<file path="config.mk">
export PLATFORM = sky130hd
export DESIGN_NAME = pipeline_hazard_ctrl_flat
export DESIGN_NICKNAME = d
export VERILOG_FILES = /design/src/rtl/pipeline_hazard_ctrl_pkg.sv /design/src/rtl/pipeline_hazard_ctrl_if.sv /design/src/rtl/pipeline_hazard_ctrl_sat_counter.sv /design/src/rtl/pipeline_hazard_ctrl.sv /design/src/flat_wrapper.sv
export SDC_FILE = /design/constraint.sdc
export NUM_CORES = 1
export LEC_CHECK = 0
export CAP_MARGIN = 15
export CORE_MARGIN = 5
export CORE_UTILIZATION = 50
export CTS_CLUSTER_SIZE = 24
export DETAILED_ROUTE_END_ITERATION = 10
export HOLD_SLACK_MARGIN = 0.02
export PLACE_DENSITY = 0.79
export SETUP_SLACK_MARGIN = 0.05
export SKIP_LAST_GASP = 1
export SYNTH_ARGS = -nofsm -noshare
export SYNTH_HDL_FRONTEND = slang
export SYNTH_SLANG_ARGS = --single-unit
</file>
<file path="constraint.sdc">
create_clock -name clk -period 2.4 [get_ports clk]
set_input_delay 0.36 -clock clk [delete_from_list [all_inputs] [get_ports clk]]
set_output_delay 0.36 -clock clk [all_outputs]
set_load 0.05 [all_outputs]
</file>
<file path="src/rtl/pipeline_hazard_ctrl_pkg.sv">
// Shared encodings and defaults for the pipeline hazard controller.
// Imported by the controller top; holds FSM state codes and register-0 constant.
package pipe_ctrl_pkg;

  typedef enum logic [1:0] {
    RUN      = 2'd0,
    MEM_WAIT = 2'd1,
    ERR      = 2'd2
  } state_t;

  localparam logic [4:0] REG_ZERO        = 5'd0;
  localparam int         MEM_TIMEOUT_DEF = 16;
  localparam int         CNT_W_DEF       = 16;

endpackage

</file>
<file path="src/rtl/pipeline_hazard_ctrl_if.sv">
// Hazard event inputs and stall/flush controls between datapath and controller.
// Purely combinational wiring; no handshake state lives here.
interface pipeline_hazard_ctrl_if #(
  parameter int CNT_W = 16
);
  logic [4:0]       id_rs;
  logic [4:0]       id_rt;
  logic             id_uses_rt;
  logic             ex_mem_read;
  logic [4:0]       ex_rt;
  logic             mem_pcsrc;
  logic             dmem_req;
  logic             dmem_ready;
  logic             pc_write;
  logic             if_id_write;
  logic             if_id_flush;
  logic             id_ex_flush;
  logic             ex_mem_flush;
  logic             freeze;
  logic             err;
  logic [CNT_W-1:0] stall_cnt;
  logic [CNT_W-1:0] flush_cnt;

  modport master (
    output id_rs, id_rt, id_uses_rt, ex_mem_read, ex_rt, mem_pcsrc, dmem_req, dmem_ready,
    input  pc_write, if_id_write, if_id_flush, id_ex_flush, ex_mem_flush, freeze, err,
           stall_cnt, flush_cnt
  );

  modport slave (
    input  id_rs, id_rt, id_uses_rt, ex_mem_read, ex_rt, mem_pcsrc, dmem_req, dmem_ready,
    output pc_write, if_id_write, if_id_flush, id_ex_flush, ex_mem_flush, freeze, err,
           stall_cnt, flush_cnt
  );
endinterface

</file>
<file path="src/rtl/pipeline_hazard_ctrl_sat_counter.sv">
// Saturating event counter with synchronous clear; 1-cycle update latency.
// Holds at all-ones once reached, never wraps.
module sat_counter #(
  parameter int W = 16
) (
  input  logic         clk,
  input  logic         clr,
  input  logic         en,
  output logic [W-1:0] cnt
);

  always_ff @(posedge clk) begin
    if (clr) begin
      cnt <= '0;
    end else if (en && (cnt != {W{1'b1}})) begin
      cnt <= cnt + 1'b1;
    end
  end

endmodule

</file>
<file path="src/rtl/pipeline_hazard_ctrl.sv">
// Mealy stall/flush sequencer for load-use, taken-branch and data-memory wait events.
// Controls are combinational from state+inputs; a memory wait freezes the whole pipeline.
module pipeline_hazard_ctrl
  import pipe_ctrl_pkg::*;
#(
  parameter int MEM_TIMEOUT = MEM_TIMEOUT_DEF,
  parameter int CNT_W       = CNT_W_DEF
) (
  input logic                 clk,
  input logic                 rst,
  pipeline_hazard_ctrl_if.slave bus
);

  localparam logic [15:0] TMO_LAST = 16'(MEM_TIMEOUT - 1);

  state_t      state;
  logic [15:0] wait_cnt;
  logic        err_q;

  logic lu;
  logic mw;
  logic pc_write_c;
  logic if_id_write_c;
  logic if_id_flush_c;
  logic id_ex_flush_c;
  logic ex_mem_flush_c;
  logic freeze_c;
  logic branch_evt;

  assign lu = bus.ex_mem_read && (bus.ex_rt != REG_ZERO) &&
              ((bus.ex_rt == bus.id_rs) || (bus.id_uses_rt && (bus.ex_rt == bus.id_rt)));
  assign mw = bus.dmem_req && !bus.dmem_ready;

  always_comb begin
    pc_write_c     = 1'b1;
    if_id_write_c  = 1'b1;
    if_id_flush_c  = 1'b0;
    id_ex_flush_c  = 1'b0;
    ex_mem_flush_c = 1'b0;
    freeze_c       = 1'b0;
    branch_evt     = 1'b0;
    if (!rst) begin
      unique case (state)
        RUN: begin
          if (mw) begin
            pc_write_c    = 1'b0;
            if_id_write_c = 1'b0;
            freeze_c      = 1'b1;
          end else if (bus.mem_pcsrc) begin
            if_id_flush_c  = 1'b1;
            id_ex_flush_c  = 1'b1;
            ex_mem_flush_c = 1'b1;
            branch_evt     = 1'b1;
          end else if (lu) begin
            pc_write_c    = 1'b0;
            if_id_write_c = 1'b0;
            id_ex_flush_c = 1'b1;
          end
        end
        // Release cycle: pipeline simply advances; branch/load-use wait for RUN.
        MEM_WAIT: begin
          if (!bus.dmem_ready) begin
            pc_write_c    = 1'b0;
            if_id_write_c = 1'b0;
            freeze_c      = 1'b1;
          end
        end
        default: begin
          pc_write_c    = 1'b0;
          if_id_write_c = 1'b0;
          freeze_c      = 1'b1;
        end
      endcase
    end
  end

  always_ff @(posedge clk) begin
    if (rst) begin
      state    <= RUN;
      wait_cnt <= '0;
      err_q    <= 1'b0;
    end else begin
      unique case (state)
        RUN: begin
          if (mw) begin
            state    <= MEM_WAIT;
            wait_cnt <= 16'd1;
          end
        end
        MEM_WAIT: begin
          if (bus.dmem_ready) begin
            state    <= RUN;
            wait_cnt <= '0;
          end else if (wait_cnt == TMO_LAST) begin
            state <= ERR;
            err_q <= 1'b1;
          end else begin
            wait_cnt <= wait_cnt + 16'd1;
          end
        end
        default: begin
          state <= ERR;
          err_q <= 1'b1;
        end
      endcase
    end
  end

  assign bus.pc_write     = pc_write_c;
  assign bus.if_id_write  = if_id_write_c;
  assign bus.if_id_flush  = if_id_flush_c;
  assign bus.id_ex_flush  = id_ex_flush_c;
  assign bus.ex_mem_flush = ex_mem_flush_c;
  assign bus.freeze       = freeze_c;
  assign bus.err          = err_q;

  sat_counter #(.W(CNT_W)) u_stall_cnt (
    .clk (clk),
    .clr (rst),
    .en  (!rst && !pc_write_c),
    .cnt (bus.stall_cnt)
  );

  sat_counter #(.W(CNT_W)) u_flush_cnt (
    .clk (clk),
    .clr (rst),
    .en  (branch_evt),
    .cnt (bus.flush_cnt)
  );

endmodule

</file>
<file path="src/flat_wrapper.sv">
// flat-port wrapper written by rule: the top's interface ports become plain ports
module pipeline_hazard_ctrl_flat import pipe_ctrl_pkg::*;
#(
  parameter int MEM_TIMEOUT = MEM_TIMEOUT_DEF,
  parameter int CNT_W       = CNT_W_DEF
)
  (clk, rst, bus_id_rs, bus_id_rt, bus_id_uses_rt, bus_ex_mem_read, bus_ex_rt, bus_mem_pcsrc, bus_dmem_req, bus_dmem_ready, bus_pc_write, bus_if_id_write, bus_if_id_flush, bus_id_ex_flush, bus_ex_mem_flush, bus_freeze, bus_err, bus_stall_cnt, bus_flush_cnt);
  pipeline_hazard_ctrl_if #(.CNT_W(CNT_W)) bus_i ();
  input logic clk;
  input logic rst;
  input wire logic [$bits(bus_i.id_rs)-1:0] bus_id_rs;
  input wire logic [$bits(bus_i.id_rt)-1:0] bus_id_rt;
  input wire logic [$bits(bus_i.id_uses_rt)-1:0] bus_id_uses_rt;
  input wire logic [$bits(bus_i.ex_mem_read)-1:0] bus_ex_mem_read;
  input wire logic [$bits(bus_i.ex_rt)-1:0] bus_ex_rt;
  input wire logic [$bits(bus_i.mem_pcsrc)-1:0] bus_mem_pcsrc;
  input wire logic [$bits(bus_i.dmem_req)-1:0] bus_dmem_req;
  input wire logic [$bits(bus_i.dmem_ready)-1:0] bus_dmem_ready;
  output wire logic [$bits(bus_i.pc_write)-1:0] bus_pc_write;
  output wire logic [$bits(bus_i.if_id_write)-1:0] bus_if_id_write;
  output wire logic [$bits(bus_i.if_id_flush)-1:0] bus_if_id_flush;
  output wire logic [$bits(bus_i.id_ex_flush)-1:0] bus_id_ex_flush;
  output wire logic [$bits(bus_i.ex_mem_flush)-1:0] bus_ex_mem_flush;
  output wire logic [$bits(bus_i.freeze)-1:0] bus_freeze;
  output wire logic [$bits(bus_i.err)-1:0] bus_err;
  output wire logic [$bits(bus_i.stall_cnt)-1:0] bus_stall_cnt;
  output wire logic [$bits(bus_i.flush_cnt)-1:0] bus_flush_cnt;
  assign bus_i.id_rs = bus_id_rs;
  assign bus_i.id_rt = bus_id_rt;
  assign bus_i.id_uses_rt = bus_id_uses_rt;
  assign bus_i.ex_mem_read = bus_ex_mem_read;
  assign bus_i.ex_rt = bus_ex_rt;
  assign bus_i.mem_pcsrc = bus_mem_pcsrc;
  assign bus_i.dmem_req = bus_dmem_req;
  assign bus_i.dmem_ready = bus_dmem_ready;
  assign bus_pc_write = bus_i.pc_write;
  assign bus_if_id_write = bus_i.if_id_write;
  assign bus_if_id_flush = bus_i.if_id_flush;
  assign bus_id_ex_flush = bus_i.id_ex_flush;
  assign bus_ex_mem_flush = bus_i.ex_mem_flush;
  assign bus_freeze = bus_i.freeze;
  assign bus_err = bus_i.err;
  assign bus_stall_cnt = bus_i.stall_cnt;
  assign bus_flush_cnt = bus_i.flush_cnt;
  pipeline_hazard_ctrl #(.MEM_TIMEOUT(MEM_TIMEOUT), .CNT_W(CNT_W)) u_core (.clk(clk), .rst(rst), .bus(bus_i));
endmodule
</file>
==> results of run 1 <==
## worst max path at each step
stage | end | cells past startpoint | start
floorplan | bus_pc_write | 4 | bus_ex_rt[0]
global placement | u_core.u_stall_cnt.cnt[1] | 8 | bus_ex_rt[2]
detailed placement | u_core.u_stall_cnt.cnt[1] | 8 | bus_ex_rt[2]
CTS | bus_id_ex_flush | 9 | bus_id_rs[0]
global route | bus_id_ex_flush | 9 | bus_id_rs[1]
finish | bus_id_ex_flush | 9 | bus_id_rs[1]
## timing repair
action                                  4_1_cts  5_1_grt
cloned                                        0        0
gates resized for setup                       9        7
buffers inserted                              1        1
pin swaps                                     4        3
endpoints found under the setup margin        3       15
hold buffers                                  0        0
hold endpoints to repair                      0        0
## state kept, by name (all words and copies together) (netlist names)
name                    cells
u_core.u_flush_cnt.cnt     16
u_core.bus.err              1
u_core.state                2
u_core.u_stall_cnt.cnt     16
u_core.wait_cnt            16
## logic make-up (layout without fill, tap and decap cells)
| group | after synthesis | in the layout |
|---|---|---|
| xor gates and xnor gates | 40 | 40 |
| and+or+nand+nor | 141 | 141 |
| DFF | 51 | 51 |
| AOI/OAI and AO/OA | 45 | 45 |
| adders and majority gates | 3 | 3 |
| buffers and inverters | 25 | 98 |
| muxes | 3 | 3 |
## cells in the final DEF (no fill, tap or decap), drive strengths merged, types with 7 or more instances in the layout
cell	netlist	routed
nand3	19	19
a21oi	15	15
xor2	27	27
and4	7	7
and3	8	8
o21ai	9	9
nand4	17	17
clkdlybuf4s50	0	46
nor2	40	40
inv	10	11
buf	6	25
dfxtp	51	51
xnor2	13	13
nand2	15	15
or3	9	9
## layer usage
layer / part of all wire (%) / global-route usage [%]
met1: 44 / 23.2
met4: 0.94 / 4.41
met3: 5.6 / 4.88
met2: 49 / 32.6
met5: 0 / 0
## final cells by class
cell class | instances | area share [%]
multi-input combinational | 232 | 43.1
clock inverter | 3 | 0.524
tap | 70 | 2.44
sequential | 51 | 28.6
inverter | 10 | 1.05
timing repair buffer | 80 | 22.5
clock buffer | 5 | 1.92
## power by group
| group | total [mW] | internal, mW | switching, mW |
|---|---|---|---|
| registers | 0.861 | 0.852 | 0.00865 |
| clock network | 0.500 | 0.206 | 0.294 |
| logic | 0.224 | 0.109 | 0.115 |
| total | 1.59 | 1.17 | 0.418 |
## tightest hold or removal path: cells and delay by family, from the launching register on
kind / cells / cell delay [ns]
buf+inv: 1 / 0.06
flops: 1 / 0.34
compound gates: 1 / 0.05
## per-stage QoR
stage	setup slack [ns]	util (%)	power [mW]	hold slack (ns)	TNS [ns]
3_3_place_gp	-0.0349	67.3	1.09	0.460	-0.0757
2_1_floorplan	0.00898	-	1.00	0.472	0
3_5_place_dp	-0.0672	67.3	1.10	0.461	-0.362
5_1_grt	0.0434	70.2	1.65	0.516	0
6_report	0.147	70.2	1.59	0.476	0
4_1_cts	0.0521	69.4	1.59	0.481	0
==> summary.md, run 1 <==
| Metric | Value |
|---|---|
| Outcome | complete, no violations |
| Chip Height | 82.7 um |
| Row cnt | 26 |
| Worst-Skew Late Latency | 0.31 ns |
| Grt ovf | 0 |
| Most frequent cell after synthesis | dfxtp_1 |
| Final hold vios | 0 |
| Final Max Tran Viols | 0 |
| CTS Buffer Depth | 2 |
| Max VDD drop | 0.000351 V |
| Fin crit share | 93.9% |
| #FFs+latches synth | 51 |
| Nets | 405 |
| Worst min path class | register to register |
| Wire per inst | 13.7 um |
| Crit path required time | 2.04 ns |
| Critical path cell sequence | clkdlybuf4s50_1, xnor2_1, nand2_1, o22ai_2, buf_4, buf_4, a21oi_1, nor3_2, clkbuf_16 |
| Register area share after synthesis | 38.6% |
| Crit path DAT | 1.89 ns |
| Pwr Density | 442 nW/um^2 |
| Leakage power total | 1.34 nW |
| Initial DRT Pass Iterations | 4 |
| Mux contribution to synthesized area | 1.14% |
| Finished Cell Area | 3580 sq um |
| # fillers | 444 |
| Gr usage total | 18.8% |
| Crit path largest cell delay | 0.47 ns |
| Compound-cell area share of the yosys netlist | 11.7% |
| I/O pins | 61 |
| H-tree Lvls | 2 |
| Placed cell area | 3440 sq um |
| Setup violators final | 0 |
| Post-Syn Area | 2650 sq um |
| Largest cells by area after synthesis | dfxtp_1, xor2_1, nor2_1, xnor2_1, nand4_1 |
| Unique masters post-synth | 47 |
| Vias | 2449 |
| Period minus WS final | 2.25 ns |
| Crit-path leading delay family | buffers and inverters |
| Min-delay src | u_core.bus.err |
| RR Endpoint | u_core.wait_cnt[9] |
| Reg2reg start | u_core.wait_cnt[0] |
| Diode count | 0 |
| Register area | 1020 sq um |
| Die Wd | 82.7 um |
| CP Capture Type | output pin |
| Final Skew | 0.0113 ns |
| Avg Cell Area, Syn | 8.59 sq um |
| Core Box Area | 5110 sq um |
| Final non-filler cell total | 451 |
| CTS Buf Count | 5 |
| Share of cells above drive strength 1 | 12.9% |
| Startpoint types | input port |
| DRC | 0 |
| Warning count from the yosys run | 0 |
| Number of global-route vias before repair | 2289 |
| Tightest Pin Transition | 0.516 ns |
| Die area | 6840 sq um |
| Buf/Inv on CP | 4 |
| Async SR Flop Fraction | 0% |
| Xor and xnor area share after synthesis | 13.2% |
| Starting Density | 51.8% |
| RePlAce Congestion | 0.872 |
| Syn Inst Count | 308 |
| Footprint of the multi-input gates | 1540 sq um |
| Placed Instances | 441 |
| Area growth, synth to finish | 35.5% |
| Worst Hold End | u_core.bus.err |
| Worst Path Max Fanout | 2 |
| Hold path depth | 2 |
| WL final | 6.19 mm |
| Max-Cap Viols | 0 |
| Critical path class | input port to output pin |
| Post-synth EDFFs | 0 |
| Detailed Place HPWL | 4.42 mm |
| Num Clock Sinks | 51 |
| Worst r2r path cells | 7 |
| Largest net degree at the start of global routing | 27 |
| Synth Area in Simple Gates | 28.8% |
| Unrepaired setup endpoints after global routing | yes |
| Synth area leader | dfxtp_1 |
| Crit-path slowest cell | clkdlybuf4s50_1 |
| Number of nets with antenna violations after routing | 0 |
| Post-synth top cells | dfxtp_1, nor2_1, xor2_1, nand3_1, nand4_1 |
| Root Driver | clkbuf_8 |
| Area share of the leading cell type in the synthesized netlist | 38.6% |
| Clock slew at reported path FFs | 0.10 ns |
| CP dominant cell by count | buf_4 |
| R2R setup slack | 0.25 ns |
| Top_reg_cell synth | dfxtp_1 |
| Drt first-iter violations | 89 |
| Slew margin rel. | 65.5% |
| First-pass GRT wire length | 10.2 mm |
| Port Buf Inserts | 60 |
| CTS tree | done |
| Initial antenna violation count | 0 |
| Adder-Cell Fraction of Synth Area | 1.42% |
| Largest family of logic cells by synthesized area | simple AND/OR/NAND/NOR gates |
| Syn Nets | 333 |
| Via-to-Cell Ratio | 5.43 |
| Fmax | 444 MHz |
Power figures use the tool's default switching activity.
==> run 2, diff against run 1 <==
--- a/config.mk
+++ b/config.mk
@@ -17,3 +17,4 @@
 export SYNTH_ARGS = -nofsm -noshare
 export SYNTH_HDL_FRONTEND = slang
 export SYNTH_SLANG_ARGS = --single-unit
+export TNS_END_PERCENT = 10
==> run 2 against run 1 <==
  * Utilization decreased by 0.12 points
  * Sequential share of layout area about the same
  * Die area unchanged
  * Worst hold slack got worse by 0.026 ns
  * Clock skew increased by 0.0026 ns
  * Critical path depth decreased by 3
  * Critical endpoint unchanged
  * Highest routed layer unchanged
  * Largest cell class unchanged
  * Sequential cell count unchanged
  * Critical path type unchanged
  * Via count increased by 0.16%
==> summary.md, run 2 (synthesis results as in run 1) <==
| Metric | Value |
|---|---|
| Worst-Skew Late Latency | 0.30 ns (about the same) |
| Nets | 400 (-1.2%) |
| Initial antenna violation count | 0 (unchanged) |
| Gr usage total | 19.1% (+0.30 points) |
| Chip Height | 82.7 um (unchanged) |
| RePlAce Congestion | 0.905 (+3.8%) |
| Grt ovf | 0 (unchanged) |
| Post-CTS Hold Buffers | 0 (unchanged) |
| Number of nets with antenna violations after routing | 0 (unchanged) |
| Period minus WS final | 2.37 ns (+0.116 ns) |
| H-tree Lvls | 2 (unchanged) |
| Via-to-Cell Ratio | 5.51 (+1.5%) |
| Power, Total | 1.67 mW (+5.3%) |
| Die Wd | 82.7 um (unchanged) |
| Worst min path class | register to register |
| Vias | 2453 (+0.16%) |
| Pwr Density | 467 nW/um^2 (+5.5%) |
| Max-Cap Viols | 0 (unchanged) |
| Unrepaired setup endpoints after global routing | yes |
| Crit-path slowest cell | or4_1 |
| Fmax | 422 MHz (-4.9%) |
| Crit path largest cell delay | 0.49 ns (+0.02 ns) |
| Starting Density | 51.8% (unchanged) |
| Crit path required time | 2.04 ns (about the same) |
| Critical path class | input port to output pin |
| Max VDD drop | 0.000365 V (+3.9%) |
| Share of cells above drive strength 1 | 10.4% (-2.5 points) |
| Startpoint types | input port |
| Die area | 6840 sq um (unchanged) |
| Leakage power total | 1.29 nW (-4.0%) |
| DRC | 0 (unchanged) |
| Crit path DAT | 2.01 ns (+0.12 ns) |
| CTS Buffer Depth | 2 (unchanged) |
| CTS tree | done |
| Area growth, synth to finish | 35.2% |
| Critical path cell sequence | clkdlybuf4s50_1, or4_1, o21a_1, a21oi_2, nor3_2, clkbuf_16 |
| Row cnt | 26 (unchanged) |
| Commonest non-fill, non-tap cell in the layout | clkdlybuf4s50_1 |
| Placed Instances | 437 (-0.91%) |
| Fin crit share | 98.7% (+4.8 points) |
| Largest net degree at the start of global routing | 21 (-22%) |
| Worst Path Max Fanout | 3 (+1) |
| Num Clock Sinks | 51 (unchanged) |
| Top flop regs | u_core.u_flush_cnt.cnt x16, u_core.u_stall_cnt.cnt x16, u_core.wait_cnt x16 |
| Final hold vios | 0 (unchanged) |
| Final Skew | 0.0139 ns (+0.00256 ns) |
| Setup violators final | 0 (unchanged) |
| Final Max Tran Viols | 0 (unchanged) |
| CP Capture Type | output pin |
| Drt first-iter violations | 102 (+15%) |
| CTS Buf Count | 5 (unchanged) |
| Diode count | 0 (unchanged) |
| Buf/Inv on CP | 2 (-2) |
| Core Box Area | 5110 sq um (unchanged) |
| Wire per inst | 14.3 um (+4.5%) |
| Port Buf Inserts | 60 (unchanged) |
| Tightest Pin Transition | 0.514 ns (-0.00279 ns) |
| Slew margin rel. | 65.6% (+0.19 points) |
| I/O pins | 61 (unchanged) |
| Outcome | complete, no violations |
| First-pass GRT wire length | 10.2 mm (+0.14%) |
| Detailed Place HPWL | 4.54 mm (+2.6%) |
| Initial DRT Pass Iterations | 4 (unchanged) |
| Number of global-route vias before repair | 2334 (+2.0%) |
| Final non-filler cell total | 445 (-1.3%) |
| Crit-path leading delay family | buffers and inverters |
| Commonest cells after routing, fill and taps aside | clkdlybuf4s50_1, dfxtp_1, nor2_1 |
| WL final | 6.38 mm (+3.1%) |
| Clock slew at reported path FFs | 0.09 ns (about the same) |
| Root Driver | clkbuf_8 |
## run 2: power breakdown
part	switching, mW	internal, mW	leakage [nW]
registers	0.00894	0.852	0.411
clock network	0.277	0.305	0.0502
logic	0.117	0.110	0.823
## run 2: worst register-to-register path: stages, from the launching register on
cell and delay (ns):
dfxtp_1 0.41, ha_1 0.20, nand3_1 0.11, or4b_1 0.58, o311a_4 0.43, nand3_1 0.14, xor2_1 0.18, nor2_1 0.06
## run 2: metrics by stage
step / instance area [sq um] / worst slack, ns / hold slack (ns) / setup TNS, ns / utilization (%)
after floorplan: 2660 / -0.0343 / 0.472 / -0.0343 / -
after global placement: 3410 / -0.0500 / 0.437 / -0.142 / 66.8
after detailed placement: 3410 / -0.0872 / 0.440 / -0.556 / 66.8
after CTS: 3540 / 0.0278 / 0.454 / 0 / 69.3
after global routing: 3580 / -0.0692 / 0.481 / -0.142 / 70.0
final: 3580 / 0.0306 / 0.450 / 0 / 70.0
## run 2: worst paths after layout
check | slack, ns | start | end | cells after the start
max | 0.03 | bus_ex_rt[2] | bus_id_ex_flush | 6
min | 0.45 | u_core.bus.err | u_core.bus.err | 2
max reg2reg | 0.18 | u_core.wait_cnt[0] | u_core.wait_cnt[5] | 7
min reg2reg | 0.45 | u_core.bus.err | u_core.bus.err | 2
## run 2: cell type report
type,count,area (sq um)
well taps,70,87.6
flip-flops and latches,51,1020
repair buffers,75,790
inverters,10,37.5
clock buffers,5,68.8
clock inverters,2,37.5
fillers,404,1530
multi-input cells,232,1540
## run 2: repair_timing
action / CTS / global route
resized for setup: 4 / 6
pin swaps: 0 / 3
setup buffers: 0 / 1
setup endpoints to repair: 4 / 18
## run 2: routing by layer
layer	GRT usage, %	vias up	wire length (um)
met1	22.3	1169	2840
met4	7.19	0	74
li1	-	1232	-
met2	33.9	48	3180
met5	0	-	0
met3	4.23	4	281
==> run 3, diff against run 2 <==
--- a/config.mk
+++ b/config.mk
@@ -6,7 +6,6 @@
 export NUM_CORES = 1
 export LEC_CHECK = 0
 export CAP_MARGIN = 15
-export CORE_MARGIN = 5
 export CORE_UTILIZATION = 50
 export CTS_CLUSTER_SIZE = 24
 export DETAILED_ROUTE_END_ITERATION = 10
==> constraint.sdc (replaced) <==
create_clock -name clk -period 2.2 [get_ports clk]
set_input_delay 0.33 -clock clk [delete_from_list [all_inputs] [get_ports clk]]
set_output_delay 0.33 -clock clk [all_outputs]
set_load 0.05 [all_outputs]
==> run 3 against run 2 <==
  * Global-route usage rose by 4.5 points
  * Combinational power rose by 30%
  * Clock skew fell by 0.0056 ns
  * Worst hold slack improved by 0.0051 ns
  * Sequential power rose by 8.9%
  * Total power rose by 13%
  * First-iteration DRC count rose by 27%
  * Cell count rose by 5.4%
  * Die area fell by 18%
  * Count of clock-buffer cells in the layout did not move
  * Routed wire length rose by 9.4%
  * Largest cell class unchanged
  * Highest routed layer unchanged
==> summary.md, run 3 (synthesis results as in run 1) <==
| Metric | Value |
|---|---|
| Outcome | complete, no violations |
| M3 GR Usage | 5.09% (+0.86 points) |
| Chip Height | 74.7 um (-9.7%) |
| CTS Buf Count | 5 (unchanged) |
| Core Box Area | 5110 sq um (unchanged) |
| Commonest non-fill, non-tap cell in the layout | dfxtp_1 |
| RePlAce Congestion | 0.809 (-11%) |
| Crit-path slowest cell | or4_1 |
| Row cnt | 26 (unchanged) |
| Number of nets with antenna violations after routing | 0 (unchanged) |
| Most Used Layer, Global Route | met2 |
| Final Max Tran Viols | 0 (unchanged) |
| Period minus WS final | 2.17 ns |
| Commonest cells after routing, fill and taps aside | dfxtp_1, nor2_1, clkdlybuf4s50_1 |
| M1 GR Usage | 28.7% (+6.4 points) |
| Max-Cap Viols | 0 (unchanged) |
| Final Skew | 0.00829 ns (-0.00558 ns) |
| Top flop regs | u_core.u_flush_cnt.cnt x16, u_core.u_stall_cnt.cnt x16, u_core.wait_cnt x16 |
| I/O pins | 61 (unchanged) |
| CP startpoint | bus_ex_rt[2] |
| Initial antenna violation count | 0 (unchanged) |
| Grt ovf | 0 (unchanged) |
| Die area | 5580 sq um (-18%) |
| CP Capture Type | register |
| Largest net degree at the start of global routing | 21 (unchanged) |
| Wire per inst | 14.9 um (+3.8%) |
| Die Wd | 74.7 um (-9.7%) |
| Worst-Skew Late Latency | 0.31 ns (about the same) |
| Critical path class | input port to register |
| DRC | 0 (unchanged) |
| Slew margin rel. | 65.3% (-0.31 points) |
| # fillers | 365 (-9.7%) |
| Reg2reg start | u_core.u_stall_cnt.cnt[0] |
| Worst Path Max Fanout | 6 (+3) |
| CP dominant cell by count | buf_6 |
| Diode count | 0 (unchanged) |
| H-tree Lvls | 2 (unchanged) |
| GR Util met2 | 41.1% (+7.2 points) |
| Crit path required time | 2.45 ns (+0.41 ns) |
| Starting Density | 51.8% (unchanged) |
| Max VDD drop | 0.000388 V (+6.5%) |
| Placed Instances | 454 (+3.9%) |
| Drt first-iter violations | 130 (+27%) |
| Nets | 423 (+5.8%) |
| Fin crit share | 98.7% |
| Final hold vios | 0 (unchanged) |
| Leakage power total | 1.57 nW (+22%) |
| Initial DRT Pass Iterations | 4 (unchanged) |
| Tightest Pin Transition | 0.518 ns (+0.00467 ns) |
| Number of global-route vias before repair | 2277 (-2.4%) |
| Setup violators final | 0 (unchanged) |
| Root Driver | clkbuf_8 |
| Crit path largest cell delay | 0.48 ns (about the same) |
| Num Clock Sinks | 51 (unchanged) |
| Area growth, synth to finish | 47.6% |
| Worst min path class | register to register |
| Post-CTS Hold Buffers | 0 (unchanged) |
| CTS tree | done |
| Port Buf Inserts | 60 (unchanged) |
| Fmax | 460 MHz |
| Share of cells above drive strength 1 | 20.3% (+9.9 points) |
| Min-delay src | u_core.bus.err |
| Clock slew at reported path FFs | 0.10 ns (about the same) |
| Via-to-Cell Ratio | 5.57 (+0.96%) |
| Buf/Inv on CP | 5 (+3) |
| Detailed Place HPWL | 4.69 mm (+3.4%) |
| Unrepaired setup endpoints after global routing | yes |
| Crit-path leading delay family | buffers and inverters |
| CTS Buffer Depth | 2 (unchanged) |
| Gr usage total | 23.6% (+4.5 points) |
| Crit path DAT | 2.42 ns (+0.41 ns) |
| Pwr Density | 484 nW/um^2 (+3.8%) |
| Vias | 2610 (+6.4%) |
| First-pass GRT wire length | 10.1 mm (-0.54%) |
| Final non-filler cell total | 469 (+5.4%) |
| Placed cell area | 3550 sq um (+3.9%) |
| Critical path cell sequence | dlygate4sd2_1, buf_6, xnor2_2, nand4_1, o22ai_1, buf_4, buf_6, a31oi_4, buf_6, or4_1, a21oi_1 |
| WL final | 6.98 mm (+9.4%) |
| Startpoint types | input port |
| Finished Cell Area | 3910 sq um (+9.2%) |
| Setup TNS | 0 ns (unchanged) |
==> run 3: changes by cell type in the layout (fill, tap and decap cells not counted), sizes merged, moves of 2 or more <==
cell / previous run / this run
clkdlybuf4s50: 54 / 38
clkinv: 0 / 2
dlymetal6s2s: 0 / 12
dlygate4sd2: 0 / 3
buf: 20 / 44
==> run 3: metrics by stage <==
| stage | total power [mW] | util (%) | hold WS (ns) | setup WS [ns] |
|---|---|---|---|---|
| after global placement | 1.21 | 69.4 | 0.438 | -0.250 |
| final | 1.89 | 76.5 | 0.455 | 0.0279 |
| after global routing | 1.96 | 76.5 | 0.502 | -0.0367 |
| after detailed placement | 1.22 | 69.4 | 0.450 | -0.312 |
| after floorplan | 1.09 | - | 0.472 | -0.172 |
| after CTS | 1.88 | 72.5 | 0.464 | 0.0124 |
==> run 3: where the power goes <==
| part | leakage (nW) | internal [mW] | total [mW] | switching, mW |
|---|---|---|---|---|
| clock network | 0.0581 | 0.339 | 0.661 | 0.322 |
| logic | 1.10 | 0.150 | 0.294 | 0.144 |
| registers | 0.414 | 0.929 | 0.938 | 0.00862 |
| total | 1.57 | 1.42 | 1.89 | 0.474 |
==> run 3: cell type report <==
cell class | instances | area (sq um) | share of cell area (%)
Clock buffer | 5 | 68.8 | 1.76
Clock inverter | 3 | 43.8 | 1.12
Inverter | 10 | 37.5 | 0.961
Multi-Input combinational cell | 232 | 1630 | 41.8
Sequential cell | 51 | 1030 | 26.4
Tap cell | 70 | 87.6 | 2.24
Timing Repair Buffer | 98 | 1000 | 25.7
==> run 3: worst min-delay path: stages (launching register included) <==
cell and delay [ns]:
dfxtp_1 0.32, inv_1 0.05, a21oi_1 0.05
==> run 3: repair_timing <==
action                     in CTS  in global routing
setup endpoints to repair      13                 32
resized for setup              10                 44
pin swaps                       4                 17
setup buffers                   2                  5
==> run 3: layer usage <==
| layer | wire [um] | vias to the layer above |
|---|---|---|
| met5 | 0 | - |
| met1 | 2970 | 1220 |
| li1 | - | 1282 |
| met4 | 173 | 0 |
| met2 | 3440 | 89 |
| met3 | 392 | 19 |
==> run 3: final timing paths <==
path / endpoint / slack (ns) / depth (start not counted)
max reg2reg: u_core.u_stall_cnt.cnt[6] / 0.14 / 8
min reg2reg: u_core.bus.err / 0.46 / 2
min: u_core.bus.err / 0.46 / 2
max: u_core.u_stall_cnt.cnt[7] / 0.03 / 11
